==> config.mk <==
export PLATFORM = sky130hd
export DESIGN_NAME = aib_mac_link_seq
export DESIGN_NICKNAME = d
export VERILOG_FILES = /design/src/rtl/aib_mac_link_seq.sv
export SDC_FILE = /design/constraint.sdc
export NUM_CORES = 1
export LEC_CHECK = 0
export CORE_ASPECT_RATIO = 1.75
export CORE_MARGIN = 3
export CORE_UTILIZATION = 25
export CTS_BUF_LIST = sky130_fd_sc_hd__clkbuf_16
export DETAILED_ROUTE_END_ITERATION = 7
export PLACE_DENSITY = 0.44
export SETUP_SLACK_MARGIN = 0.4
export SYNTH_ARGS = -nofsm -noshare
export SYNTH_HDL_FRONTEND = slang
export SYNTH_SLANG_ARGS = --single-unit
==> constraint.sdc <==
create_clock -name i_osc_clk -period 2.5 [get_ports i_osc_clk]
set_input_delay 0.375 -clock i_osc_clk [delete_from_list [all_inputs] [get_ports i_osc_clk]]
set_output_delay 0.375 -clock i_osc_clk [all_outputs]
set_load 0.01 [all_outputs]
==> src/rtl/aib_mac_link_seq.sv <==
// AIB MAC link bring-up sequencer.
// Walks the near-side adapter through reset hold, MAC ready, DCC/DLL lock,
// word alignment and link-up. It retrains on link loss or on too many
// word-align errors.
// Optional feature macro: AIB_LINK_SEQ_TIMEOUT_EN. When it is defined, the
// MACRDY/LOCK/ALIGN wait states give up after TIMEOUT cycles, retrain, and
// set the sticky o_timeout flag. When it is undefined, those states wait
// indefinitely and o_timeout is tied low.
module aib_mac_link_seq #(
  parameter int unsigned RST_HOLD   = 16,
  parameter int unsigned WA_ERR_MAX = 8,
  parameter int unsigned TIMEOUT    = 65535
) (
  input  logic       i_osc_clk,
  input  logic       i_rst,
  input  logic       i_conf_done,
  input  logic       i_fs_mac_rdy,
  input  logic       i_tx_transfer_en,
  input  logic       i_rx_transfer_en,
  input  logic       i_rxfifo_align_done,
  input  logic       i_wa_error,
  output logic       o_ns_adapter_rstn,
  output logic       o_ns_mac_rdy,
  output logic       o_dcc_dll_lock_req,
  output logic       o_link_up,
  output logic [3:0] o_wa_error_cnt,
  output logic [7:0] o_retrain_cnt,
  output logic       o_timeout,
  output logic [2:0] o_state
);

  localparam logic [2:0] S_IDLE    = 3'd0;
  localparam logic [2:0] S_RSTHOLD = 3'd1;
  localparam logic [2:0] S_MACRDY  = 3'd2;
  localparam logic [2:0] S_LOCK    = 3'd3;
  localparam logic [2:0] S_ALIGN   = 3'd4;
  localparam logic [2:0] S_LINKUP  = 3'd5;
  localparam logic [2:0] S_RETRAIN = 3'd6;

  // Wait-counter value seen on the last cycle of the reset hold.
  localparam logic [15:0] LP_HOLD_LAST = 16'(RST_HOLD - 1);
  localparam logic [3:0]  LP_WA_MAX    = 4'(WA_ERR_MAX);

  logic [2:0]  r_state;
  logic [2:0]  w_state_next;
  logic [15:0] r_wait_cnt;
  logic [3:0]  r_wa_cnt;
  logic [7:0]  r_retrain_cnt;
  logic        r_rstn;
  logic        r_mac_rdy;
  logic        r_lock_req;
  logic        r_link_up;
  logic        w_link_loss;
  logic        w_err_hit;
  logic        w_timeout_hit;

  // Far-side MAC loss matters once lock is requested.
  // Transfer-enable loss matters once alignment has started.
  assign w_link_loss =
      (((r_state == S_LOCK) || (r_state == S_ALIGN) || (r_state == S_LINKUP)) && !i_fs_mac_rdy) ||
      (((r_state == S_ALIGN) || (r_state == S_LINKUP)) && !(i_tx_transfer_en && i_rx_transfer_en));

  assign w_err_hit = (r_state == S_LINKUP) && (r_wa_cnt == LP_WA_MAX);

`ifdef AIB_LINK_SEQ_TIMEOUT_EN
  // Wait-counter value on the TIMEOUT-th cycle spent in a wait state.
  localparam logic [15:0] LP_TO_LAST = 16'(TIMEOUT - 1);
  logic r_timeout;

  assign w_timeout_hit =
      ((r_state == S_MACRDY) || (r_state == S_LOCK) || (r_state == S_ALIGN)) &&
      (r_wait_cnt == LP_TO_LAST);

  // Sticky timeout flag; set only when the timeout is what forces the retrain.
  always_ff @(posedge i_osc_clk or posedge i_rst) begin
    if (i_rst) begin
      r_timeout <= 1'b0;
    end else if (i_conf_done && !w_link_loss && !w_err_hit && w_timeout_hit) begin
      r_timeout <= 1'b1;
    end
  end

  assign o_timeout = r_timeout;
`else
  logic [15:0] w_unused_timeout;
  assign w_unused_timeout = 16'(TIMEOUT);
  assign w_timeout_hit    = 1'b0;
  assign o_timeout        = 1'b0;
`endif

  // Next-state selection: config loss, then link loss, then error
  // threshold, then timeout, then normal forward progress.
  always_comb begin
    w_state_next = r_state;
    if ((r_state != S_IDLE) && !i_conf_done) begin
      w_state_next = S_IDLE;
    end else if (w_link_loss || w_err_hit || w_timeout_hit) begin
      w_state_next = S_RETRAIN;
    end else begin
      case (r_state)
        S_IDLE:    if (i_conf_done) w_state_next = S_RSTHOLD;
        S_RSTHOLD: if (r_wait_cnt == LP_HOLD_LAST) w_state_next = S_MACRDY;
        S_MACRDY:  if (i_fs_mac_rdy) w_state_next = S_LOCK;
        S_LOCK:    if (i_tx_transfer_en && i_rx_transfer_en) w_state_next = S_ALIGN;
        S_ALIGN:   if (i_rxfifo_align_done) w_state_next = S_LINKUP;
        S_LINKUP:  w_state_next = S_LINKUP;
        S_RETRAIN: w_state_next = S_RSTHOLD;
        default:   w_state_next = S_IDLE;
      endcase
    end
  end

  // State register.
  always_ff @(posedge i_osc_clk or posedge i_rst) begin
    if (i_rst) begin
      r_state <= S_IDLE;
    end else begin
      r_state <= w_state_next;
    end
  end

  // Shared wait counter: restarts on every state change and saturates.
  always_ff @(posedge i_osc_clk or posedge i_rst) begin
    if (i_rst) begin
      r_wait_cnt <= '0;
    end else if (w_state_next != r_state) begin
      r_wait_cnt <= '0;
    end else if (r_wait_cnt != 16'hFFFF) begin
      r_wait_cnt <= r_wait_cnt + 16'd1;
    end
  end

  // Word-align error count.
  // It restarts when alignment begins and saturates at 15 while the link is up.
  always_ff @(posedge i_osc_clk or posedge i_rst) begin
    if (i_rst) begin
      r_wa_cnt <= '0;
    end else if ((w_state_next == S_ALIGN) && (r_state != S_ALIGN)) begin
      r_wa_cnt <= '0;
    end else if ((r_state == S_LINKUP) && i_wa_error && (r_wa_cnt != 4'hF)) begin
      r_wa_cnt <= r_wa_cnt + 4'd1;
    end
  end

  // Retrain entry counter, saturating at 255.
  always_ff @(posedge i_osc_clk or posedge i_rst) begin
    if (i_rst) begin
      r_retrain_cnt <= '0;
    end else if ((w_state_next == S_RETRAIN) && (r_state != S_RETRAIN) &&
                 (r_retrain_cnt != 8'hFF)) begin
      r_retrain_cnt <= r_retrain_cnt + 8'd1;
    end
  end

  // Output controls decoded from the next state.
  // They therefore change on the same edge as o_state.
  always_ff @(posedge i_osc_clk or posedge i_rst) begin
    if (i_rst) begin
      r_rstn     <= 1'b0;
      r_mac_rdy  <= 1'b0;
      r_lock_req <= 1'b0;
      r_link_up  <= 1'b0;
    end else begin
      r_rstn     <= (w_state_next != S_IDLE) && (w_state_next != S_RSTHOLD);
      r_mac_rdy  <= (w_state_next == S_MACRDY) || (w_state_next == S_LOCK) ||
                    (w_state_next == S_ALIGN)  || (w_state_next == S_LINKUP);
      r_lock_req <= (w_state_next == S_LOCK) || (w_state_next == S_ALIGN) ||
                    (w_state_next == S_LINKUP);
      r_link_up  <= (w_state_next == S_LINKUP);
    end
  end

  assign o_ns_adapter_rstn  = r_rstn;
  assign o_ns_mac_rdy       = r_mac_rdy;
  assign o_dcc_dll_lock_req = r_lock_req;
  assign o_link_up          = r_link_up;
  assign o_wa_error_cnt     = r_wa_cnt;
  assign o_retrain_cnt      = r_retrain_cnt;
  assign o_state            = r_state;

endmodule

Word-level counts from Yosys, hierarchy flattened:

Cells that the tools add are included.

* add/sub/neg operators: 3
* equal/unequal tests: 20
* $lt $le $gt $ge: 0
* div/mod/pow operators: 0
* shifts and indexed selects: 0
* multipliers: 0
* mux-type cells: 12
* bitwise gates (word level): 0
* reductions and logical operators: 29

Operator list (number)
* $mux W16: 2
* $mux W3: 7
* $pmux W3 S7: 1
* $eq A3 B3 Y1 const B: 6
* $add A16 B1 Y16 const B: 1
* $eq A16 B4 Y1 const B: 1
* $ne A16 B16 Y1 const B: 1
* $eq A3 B2 Y1 const B: 4
* $logic_and A1 B1 Y1: 11
* $logic_or A1 B1 Y1: 10
* $add A8 B1 Y8 const B: 1
* $mux W4: 2
* $ne A8 B8 Y1 const B: 1
* $ne A3 B3 Y1 const B: 2
* $reduce_bool A3 Y1: 2
* $add A4 B1 Y4 const B: 1
* $eq A4 B4 Y1 const B: 1
* $ne A4 B4 Y1 const B: 1
* $reduce_bool A2 Y1: 2
* $eq A3 B1 Y1 const B: 1
* $logic_not A1 Y1: 3
* $logic_not A3 Y1: 1
* $ne A3 B1 Y1 const B: 1
* $ne A3 B3 Y1: 1

* input port bits: 8
* word-level logic and storage cells: 72
* bits in latches: 0
* memories: 0
* RAM bits: 0
* ROM bits: 0
* register bits after elaboration: 35
* output and inout bits: 20

Logic depth before layout (Yosys ltp):

Gate-level depths: netlist of run 1.

* word-level depth: 12
* gate-level depth with buffers: 8
* mapped depth without buffers: 7

Worst setup path after synthesis of run 1:

Ideal clock, no wire load.

* path type: flip-flop to flip-flop
* start point: register r_state[2], in the netlist o_state[2]
* end point: register r_wait_cnt[8]
* setup slack: 0.675 ns
* arrival: 1.702 ns
* path buffers: 2
* period minus slack after synthesis: 1.825 ns
* required time: 2.376 ns
* cell stages (with the launch flop): 8
* setup time: 0.124 ns
* cell sequence: dfrtp_1 > buf_6 > or2_2 > a21oi_2 > o2111ai_2 > a21oi_4 > buf_12 > nor3_2

* longest elaborated chain between the ends: 10
* elaborated cells between the ends (all ways): 28
* those cells by class: 7 x eq/ne; 9 x mux; 12 x reduce/logical

Ends and longest elaborated chain
* from (decl): line 44 `logic [2:0] r_state;`
* from (signal assigned): line 118 `r_state <= w_state_next;`
* $eq A3 B2 Y1 or $eq A3 B3 Y1 (tied branches): line 60, 100, 61
* $logic_or A1 B1 Y1 (2 in series): line 60 `(((r_state == S_LOCK) || (r_state == S_ALIGN) || (r_state == S_LINKUP)) && !i_fs_mac_rdy) ||`
* $logic_and A1 B1 Y1: line 60
* $logic_or A1 B1 Y1: line 60
* $logic_or A1 B1 Y1: line 97 `end else if (w_link_loss || w_err_hit || w_timeout_hit) begin`
* $mux W3: line 97
* $mux W3: line 95 `if ((r_state != S_IDLE) && !i_conf_done) begin`
* $ne A3 B3 Y1 *: line 126 `end else if (w_state_next != r_state) begin`
* $mux W16 or $reduce_bool A2 Y1 (tied branches)
* to (signal assigned): line 129 `r_wait_cnt <= r_wait_cnt + 16'd1;`
* to (decl): line 46 `logic [15:0] r_wait_cnt;`

Mark *: on every way between the ends. The rest lies on a longest branch, timed or not.
A chain may end at the register's enable or synchronous reset.

Worst setup path in the final report of run 1:

* start point: register r_wa_cnt[0], in the netlist o_wa_error_cnt[0]
* end point: register r_wait_cnt[7]

* longest elaborated chain between the ends: 7
* elaborated cells between the ends (all ways): 8
* those cells by class: 2 x eq/ne; 3 x mux; 3 x reduce/logical

Ends and longest elaborated chain
* from (decl): line 47 `logic [3:0] r_wa_cnt;`
* from (signal assigned): line 141 `r_wa_cnt <= r_wa_cnt + 4'd1;`
* $eq A4 B4 Y1 *: line 63 `assign w_err_hit = (r_state == S_LINKUP) && (r_wa_cnt == LP_WA_MAX);`
* $logic_and A1 B1 Y1 *: line 63
* $logic_or A1 B1 Y1 *: line 97
* $mux W3 *: line 97
* $mux W3 *: line 95
* $ne A3 B3 Y1 *: line 126
* $mux W16 or $reduce_bool A2 Y1 (tied branches)

Marked as above.

==> results of run 1 <==
-- critical path, stage by stage (launching register included) --
cell       delay, ns
dfrtp_1         0.40
inv_2           0.07
ha_1            0.14
nand4b_1        0.14
a32o_2          0.35
o2111ai_4       0.25
a21oi_4         0.09
buf_12          0.17
a2111oi_4       0.28
-- power by group --
group / internal, µW / switching, µW
sequential: 678 / 117
combinational: 739 / 873
clock: 568 / 241
total: 1980 / 1230
-- placed cells by master, fill, tap and decap left out, types with 4 or more instances in the layout --
master,netlist,routed
dfrtp_1,35,35
clkdlybuf4s50_1,0,25
xor2_1,16,16
nand2_1,15,15
buf_4,1,15
nor2_1,13,13
nor3_2,11,11
nand3_1,9,9
inv_1,8,8
nor3_1,8,8
and3_1,6,6
nand4_1,6,6
o21ai_0,5,5
clkbuf_16,0,5
xnor2_1,4,4
mux2i_1,4,4
-- sequential cells by signal, summed over array words and instances (netlist names) --
register / flops
o_state: 3
o_ns_adapter_rstn: 1
o_ns_mac_rdy: 1
r_wait_cnt: 16
o_retrain_cnt: 8
o_link_up: 1
o_dcc_dll_lock_req: 1
o_wa_error_cnt: 4
-- routing by layer --
layer / track usage, % / routed length (µm) / up-vias / share of wire [%]
met5: 0 / 0 / - / 0
met4: 7.68 / 165 / 0 / 2.9
met3: 2.17 / 142 / 11 / 2.5
met2: 23.8 / 3340 / 29 / 59
met1: 10.5 / 2000 / 868 / 35
li1: - / - / 844 / -
-- through the flow --
step           power [µW]  instances  hold WS, ns  util [%]
3_3_place_gp         2150        348        0.489      30.9
5_1_grt              3410        366        0.511      35.5
2_1_floorplan        1730        205        0.516         -
3_5_place_dp         2130        348        0.483      30.9
6_report             3220        366        0.493      35.5
4_1_cts              2980        357        0.498      33.4
-- worst max-delay path by stage --
stage                            startpoint                end  slack, ns  cells after the start
after floorplan                  o_state[2]      r_wait_cnt[8]       0.67                      7
after global placement         i_fs_mac_rdy     r_wait_cnt[15]       0.12                      7
after detailed placement       i_fs_mac_rdy     r_wait_cnt[13]       0.10                      7
after CTS                 o_wa_error_cnt[0]     r_wait_cnt[13]       0.42                      8
after global routing          r_wait_cnt[0]  o_wa_error_cnt[3]       0.39                      6
final                     o_wa_error_cnt[0]      r_wait_cnt[7]       0.50                      8
-- logic make-up after synthesis --
logic type / after synthesis / synth area share (%)
xor+xnor: 20 / 8.14
mux: 5 / 2.38
buf+inv: 14 / 4.19
fa+ha+maj: 4 / 2.33
simple gates: 93 / 26.5
compound gates: 33 / 15.6
other cells: 1 / 0.174
flops: 35 / 40.7
-- what timing repair did --
action                                  in CTS  in global routing
resized for setup                            1                 15
buffers inserted                             1                  8
endpoints found under the setup margin       9                 13
pin swaps                                    1                  6
gates cloned                                 0                  1
-- cell type report --
| type | count | share of cell area [%] |
|---|---|---|
| Sequential cell | 35 | 29.7 |
| Multi-Input combinational cell | 157 | 44.2 |
| Clock buffer | 5 | 4.24 |
| Tap cell | 115 | 4.88 |
| Timing Repair Buffer | 43 | 13.8 |
| Inverter | 8 | 1.02 |
| Clock inverter | 3 | 2.16 |
==> metrics, run 1 <==
outcome complete, no violations; EDFF count, synth 0; drt wl/cell 15.4 µm; Synth Instances 205; hold path startpoint o_retrain_cnt[5]; area of the multi-input gates 1310 µm²; Die H 129 µm; CORE AREA 8310 µm²; CTS Root Cell clkbuf_16; fill cell count 862; Tcrit/Tclk final 80.0%; cts hold-fix bufs 0; min Tclk post-route 2.00 ns; area delta synth->final 37.1%; Cells on Worst Hold Path 1; clk buf depth 2; Port Buffers 26; top-area cell type share of the netlist area 40.7%; Reg-to-Reg Start o_wa_error_cnt[0]; part of the Yosys area used for sequential elements 40.7%; post-synthesis register bit count 35; first-pass GRT wire length 9030 µm; Global Route Usage Sum 11.8%; # nets final 262; layout cells sized above 1 23.9%; hold endpoint o_retrain_cnt[5]; fin area 2950 µm²; Setup WS post-layout 0.501 ns; Top Ports 28; CTS Buf Count 5; Max Clock Skew 0.00517 ns; CTS tree yes; clock-pin slew on the worst setup and hold paths 0.06 ns; worst-skew pair later-pin latency 0.28 ns; setup TNS 0 ns; row cnt 44; DRT antenna net count 0; post-synthesis area per instance 10.5 µm²; Lkg Pwr 0.00125 µW; cell count of the worst reg-to-reg path 8; Die Wd 76.1 µm; count leader, synth dfrtp_1; dpl hpwl 4110 µm; die area 9800 µm²; DR vias 1752; 1st-iter DRT viols 39; DRC 0; RSZ-0062 raised after global routing yes; peak supply drop 0.000649 V; RR Endpoint r_wait_cnt[7]; fin. max-slew vios 0; reg2reg setup slack 0.50 ns; GP Congestion 0.744; crit path DAT 2.17 ns; Crit. End Element flip-flop; global route overflow 0; Placement Setup Slack 0.104 ns; Synth area leaders dfrtp_1 (41%), xor2_1 (6.5%), nor3_2 (5.1%), nand2_1 (2.6%), ha_1 (2.3%); Via density 4.79; synth unique cells 55; Pwr per Cell Area 1090 nW/µm²; WS Path Type flip-flop to flip-flop; startpoint types flip-flop; Required @ worst endpoint 2.67 ns; placed cell areas 2570 µm²; n_diodes 0; hold crit path type flip-flop to flip-flop; slew margin rel. 64.4%; Ys Warns 0; Max Cap Violations 0; initial antenna violation count 0; Post-synth top cells dfrtp_1 (35), xor2_1 (16), nand2_1 (15); final WL 5650 µm; largest net degree at the start of global routing 36; CTS HTree Levels 2; vias in the first global route 1861; Async SR Flop Fraction 100%; synthesized cell area 2150 µm²; CTS Sinks 35; final setup fails 0; crit-path max FO 16; DRT Pass-1 Iters 4; register area 876 µm²; syn_nets 217; Most used DFF post-synth dfrtp_1; Synth area leader dfrtp_1; Peak Freq 500 MHz; Starting Density 25.9%; Final Hold Viols 0; Worst-Margin Slew 0.535 ns
Note: power is estimated with default switching activity, not from simulation.
==> run 2, diff against run 1 <==
- clock period: 2.5 -> 2 ns (I/O delays scaled with it)
==> metrics, run 2 (synthesis results as in run 1) <==
DRT Pass-1 Iters 4 (unchanged); row cnt 44 (unchanged); DRC 0 (unchanged); WS Path Type flip-flop to flip-flop; final core occ 38.7% (+3.2 points); Critical Path Start o_state[1]; first-pass GRT wire length 9580 µm (+6.1%); Max Cap Violations 0 (unchanged); final setup fails 0 (unchanged); Crit path buffers/inverters 3 (+1); Top Ports 28 (unchanged); Tcrit/Tclk final 94.0% (+14 points); CTS Root Cell clkbuf_16; Top Family by Delay on Critical Path compound AO/OA/AOI/OAI gates; DR vias 1831 (+4.5%); Peak Freq 532 MHz (+6.3%); Max Clock Skew 0.00299 ns (-0.00218 ns); CTS Buf Count 5 (unchanged); max reg flops 16 (unchanged); CTS Sinks 35 (unchanged); n_diodes 0 (unchanged); global route overflow 0 (unchanged); dpl hpwl 4270 µm (+3.9%); Required @ worst endpoint 2.17 ns (-0.50 ns); crit-path max FO 8 (-8); fill cell count 833 (-3.4%); largest net degree at the start of global routing 36 (unchanged); crit-path cells buf_4 -> or2_4 -> a21oi_4 -> o2111ai_4 -> a21oi_4 -> buf_12 -> buf_4 -> nor3_2; Largest Register r_wait_cnt; Die Wd 76.1 µm (unchanged); Reg-to-Reg Start o_state[1]; GP Congestion 0.751 (+0.86%); vias in the first global route 1909 (+2.6%); area delta synth->final 49.5%; CORE AREA 8310 µm² (unchanged); CP max stage delay 0.45 ns (+0.05 ns); placed insts 367 (+5.5%); startpoint types flip-flop; die area 9800 µm² (unchanged); layout cells sized above 1 39.2% (+15 points); outcome complete, no violations; worst-skew pair later-pin latency 0.28 ns (about the same); Final Hold Viols 0 (unchanged); Global Route Usage Sum 12.7% (+0.88 points); Pwr per Cell Area 1290 nW/µm² (+19%); commonest non-fill, non-tap cell in the layout buf_4; Crit. End Element flip-flop; clock-pin slew on the worst setup and hold paths 0.06 ns (about the same); RSZ-0062 raised after global routing yes; 1st-iter DRT viols 33 (-15%); Starting Density 25.9% (unchanged); most frequent cells in the layout buf_4 (35), dfrtp_1 (31), clkdlybuf4s50_1 (17), xor2_1 (16), nor3_2 (14); Worst-Margin Slew 0.660 ns (+0.125 ns); clk buf depth 2 (unchanged); CTS tree yes; initial antenna violation count 0 (unchanged); hold crit path type input port to async pin; peak supply drop 0.000692 V (+6.8%); drt wl/cell 15.6 µm (+0.74%); CTS HTree Levels 2 (unchanged); Lkg Pwr 0.00139 µW (+12%); Die H 129 µm (unchanged); fin. max-slew vios 0 (unchanged); Port Buffers 26 (unchanged); Non-Filler Instances 388 (+6.0%); critical path's slowest cell dfrtp_2; min Tclk post-route 1.88 ns (-0.119 ns); slew margin rel. 56.0% (-8.3 points); Via density 4.72 (-1.4%); DRT antenna net count 0 (unchanged); # nets final 285 (+8.8%); final WL 6030 µm (+6.8%); crit path DAT 2.05 ns (-0.12 ns)
-- run 2: cell count changes in the layout (fill, tap and decap cells not counted), moves of 4 or more --
| cell | change |
|---|---|
| buf_4 | +20 |
| clkdlybuf4s50_1 | -8 |
| dlygate4sd2_1 | +7 |
| dfrtp_1 | -4 |
| dfrtp_2 | +4 |
| nor3_1 | -4 |
-- run 2: path summary, 6_finish.rpt --
| path | cells after the start | slack [ns] | endpoint |
|---|---|---|---|
| worst max register to register | 8 | 0.12 | r_wait_cnt[15] |
| max in group asynchronous | 3 | 1.20 | o_wa_error_cnt[1] |
| worst min register to register | 1 | 0.51 | o_retrain_cnt[5] |
| worst max-delay path | 8 | 0.12 | r_wait_cnt[15] |
| min in group i_osc_clk | 1 | 0.51 | o_retrain_cnt[5] |
| worst min-delay path | 3 | 0.44 | o_retrain_cnt[3] |
-- run 2: where the power goes --
part	internal [µW]	leakage (µW)	switching, µW
Clock	576	0.0000811	301
Sequential	855	0.000469	135
Combinational	1140	0.000844	1150
Total	2570	0.00139	1590
-- run 2: repair_timing --
| item | in CTS | in global routing |
|---|---|---|
| setup buffers | 4 | 9 |
| hold buffers | 0 | 0 |
| gates cloned | 0 | 1 |
| hold endpoints to repair | 0 | 0 |
| endpoints found under the setup margin | 43 | 37 |
| pin swaps | 0 | 2 |
| resized for setup | 25 | 24 |
-- run 2: per-layer routing --
metal	global-route usage (%)	up-vias	routed length, µm
met5	0	-	0
met4	6.62	0	138
met3	2.66	10	169
met2	26.6	34	3710
met1	10.9	902	2020
li1	-	885	-
-- run 2: area by class of cell --
cell class                      instances  area (µm²)  area share (%)
Multi-Input combinational cell        156        1390            43.1
Tap cell                              115         144            4.47
Timing Repair Buffer                   67         618            19.2
Sequential cell                        35         881            27.4
Inverter                                8        30.0           0.933
Clock inverter                          2        33.8            1.05
Clock buffer                            5         125            3.89
-- run 2: worst reg2reg max path: cells and delay by family, from the launching register on --
family                 cells  cell delay [ns]
AO/OA/AOI/OAI              3             0.62
AND/OR/NAND/NOR            2             0.28
buffers and inverters      3             0.44
flip-flops                 1             0.45
-- run 2: through the flow --
stage                     setup TNS [ns]  area (µm²)  total power, µW  setup WS (ns)  hold WS [ns]
after floorplan                        0        2200             2240          0.230         0.454
after global placement             -2.44        2770             2970         -0.143         0.494
after detailed placement           -2.22        2770             2960         -0.139         0.497
after CTS                              0        3020             3950          0.119         0.464
after global routing             -0.0204        3220             4420        -0.0204         0.486
final                                  0        3220             4160          0.119         0.443
==> run 3, diff against run 2 <==
- REMOVE_ABC_BUFFERS: default -> 1
==> metrics, run 3 (synthesis results as in run 1) <==
critical path's slowest cell dfrtp_2; GP Congestion 0.754 (+0.43%); commonest non-fill, non-tap cell in the layout buf_4; WS Path Type flip-flop to flip-flop; Lkg Pwr 0.00151 µW (+8.5%); largest net degree at the start of global routing 36 (unchanged); outcome complete, no violations; hold crit path type input port to async pin; RSZ-0062 raised after global routing yes; n_diodes 0 (unchanged); Die Wd 76.1 µm (unchanged); CTS HTree Levels 2 (unchanged); drt wl/cell 14.6 µm (-6.2%); DR vias 1934 (+5.6%); CTS Root Cell clkbuf_16; Die H 129 µm (unchanged); Final Hold Viols 0 (unchanged); global route overflow 0 (unchanged); Tcrit/Tclk final 94.3% (+0.23 points); Global Route Usage Sum 12.6% (-0.11 points); final setup fails 0 (unchanged); Top Family by Delay on Critical Path compound AO/OA/AOI/OAI gates; worst-skew pair later-pin latency 0.28 ns (about the same); crit path DAT 2.05 ns (about the same); max reg flops 16 (unchanged); Pwr Total 4460 µW (+7.3%); setup TNS 0 ns (unchanged); crit-path max FO 8 (unchanged); DRT Pass-1 Iters 4 (unchanged); startpoint types flip-flop; Port Buffers 26 (unchanged); cts hold-fix bufs 0 (unchanged); fin. max-slew vios 0 (unchanged); most frequent cells in the layout buf_4 (51), dfrtp_1 (32), xor2_1 (16), clkdlybuf4s50_1 (16); peak supply drop 0.000645 V (-6.8%); Crit. End Element flip-flop; first-pass GRT wire length 9660 µm (+0.79%); # nets final 309 (+8.4%); layout cells sized above 1 47.3% (+8.1 points); Largest Register r_wait_cnt; CP max stage delay 0.45 ns (about the same); crit-path cells buf_4 -> or2_4 -> a21oi_4 -> o2111ai_4 -> a21oi_4 -> buf_12 -> buf_12 -> nor3_4; Via density 4.68 (-0.77%); min Tclk post-route 1.89 ns (+0.00465 ns); CTS Buf Count 5 (unchanged); row cnt 44 (unchanged); area delta synth->final 61.1%; final WL 6030 µm (-0.13%); Max Clock Skew 0.00446 ns (+0.00147 ns); placed cell areas 2780 µm² (+0.27%); Pwr per Cell Area 1290 nW/µm² (-0.36%); initial antenna violation count 0 (unchanged); Top Ports 28 (unchanged); CTS tree yes; clk buf depth 2 (unchanged); CTS Sinks 35 (unchanged); Starting Density 25.9% (unchanged); Required @ worst endpoint 2.17 ns (about the same); 1st-iter DRT viols 51 (+55%); dpl hpwl 4320 µm (+1.2%); DRC 0 (unchanged); clock-pin slew on the worst setup and hold paths 0.06 ns (about the same); fin area 3470 µm² (+7.7%); Max Cap Violations 0 (unchanged); die area 9800 µm² (unchanged); Peak Freq 530 MHz (-0.25%); DRT antenna net count 0 (unchanged); Crit path buffers/inverters 3 (unchanged); CORE AREA 8310 µm² (unchanged); vias in the first global route 2020 (+5.8%)
run 3: cell types whose count changed in the layout (fill, tap and decap cells not counted), sizes merged:
cell | before | now
dlygate4sd2 | 7 | 5
clkdlybuf4s50 | 17 | 16
inv | 9 | 8
bufinv | 1 | 0
clkbuf | 6 | 5
clkinv | 0 | 1
clkinvlp | 0 | 2
dlymetal6s2s | 2 | 3
clkdlybuf4s15 | 0 | 2
buf | 40 | 65
run 3: per-stage QoR:
stage / hold WS (ns) / setup WS (ns) / cells / util (%)
final: 0.423 / 0.115 / 413 / 41.7
after global routing: 0.469 / 0.0267 / 413 / 41.7
after CTS: 0.450 / 0.121 / 403 / 39.6
after detailed placement: 0.485 / -0.230 / 376 / 33.4
after global placement: 0.485 / -0.205 / 376 / 33.4
after floorplan: 0.454 / 0.0703 / 199 / -
run 3: worst reg2reg max path, cell delays in order (launching register included):
cell	delay (ns)
dfrtp_2	0.45
buf_4	0.18
or2_4	0.25
a21oi_4	0.22
o2111ai_4	0.16
a21oi_4	0.19
buf_12	0.16
buf_12	0.13
nor3_4	0.04
run 3: layout make-up:
type                            instances  area [µm²]
Clock inverter                          3        20.0
Tap cell                              115         144
Fill cell                             849        4850
Sequential cell                        35         880
Clock buffer                            5         125
Multi-Input combinational cell        156        1450
Inverter                                8        30.0
Timing Repair Buffer                   91         820
run 3: final timing paths:
kind                             startpoint                to  slack, ns  cells past startpoint
max reg2reg                      o_state[1]     r_wait_cnt[1]       0.11                      8
min                                   i_rst     r_wait_cnt[0]       0.42                      3
min in group i_osc_clk     o_retrain_cnt[6]  o_retrain_cnt[6]       0.50                      1
max in group asynchronous             i_rst        o_state[1]       1.22                      3
min reg2reg                o_retrain_cnt[6]  o_retrain_cnt[6]       0.50                      1
max                              o_state[1]     r_wait_cnt[1]       0.11                      8
run 3: layer usage:
metal	up-vias	wire (µm)	global-route usage (%)
met3	11	118	1.82
met1	960	2000	10.8
met5	-	0	0
met2	29	3740	27.4
met4	0	169	5.66
li1	934	-	-
run 3: power breakdown:
part	switching, µW	leakage [µW]	internal [µW]
clock network	317	0.0000658	459
registers	140	0.000470	853
logic	1310	0.000977	1380
total	1770	0.00151	2690
run 3: what timing repair did:
action	in CTS	in global routing
endpoints found under the hold margin	0	0
buffers inserted	19	10
gates resized for setup	59	23
pin swaps	29	15
setup endpoints to repair	40	39
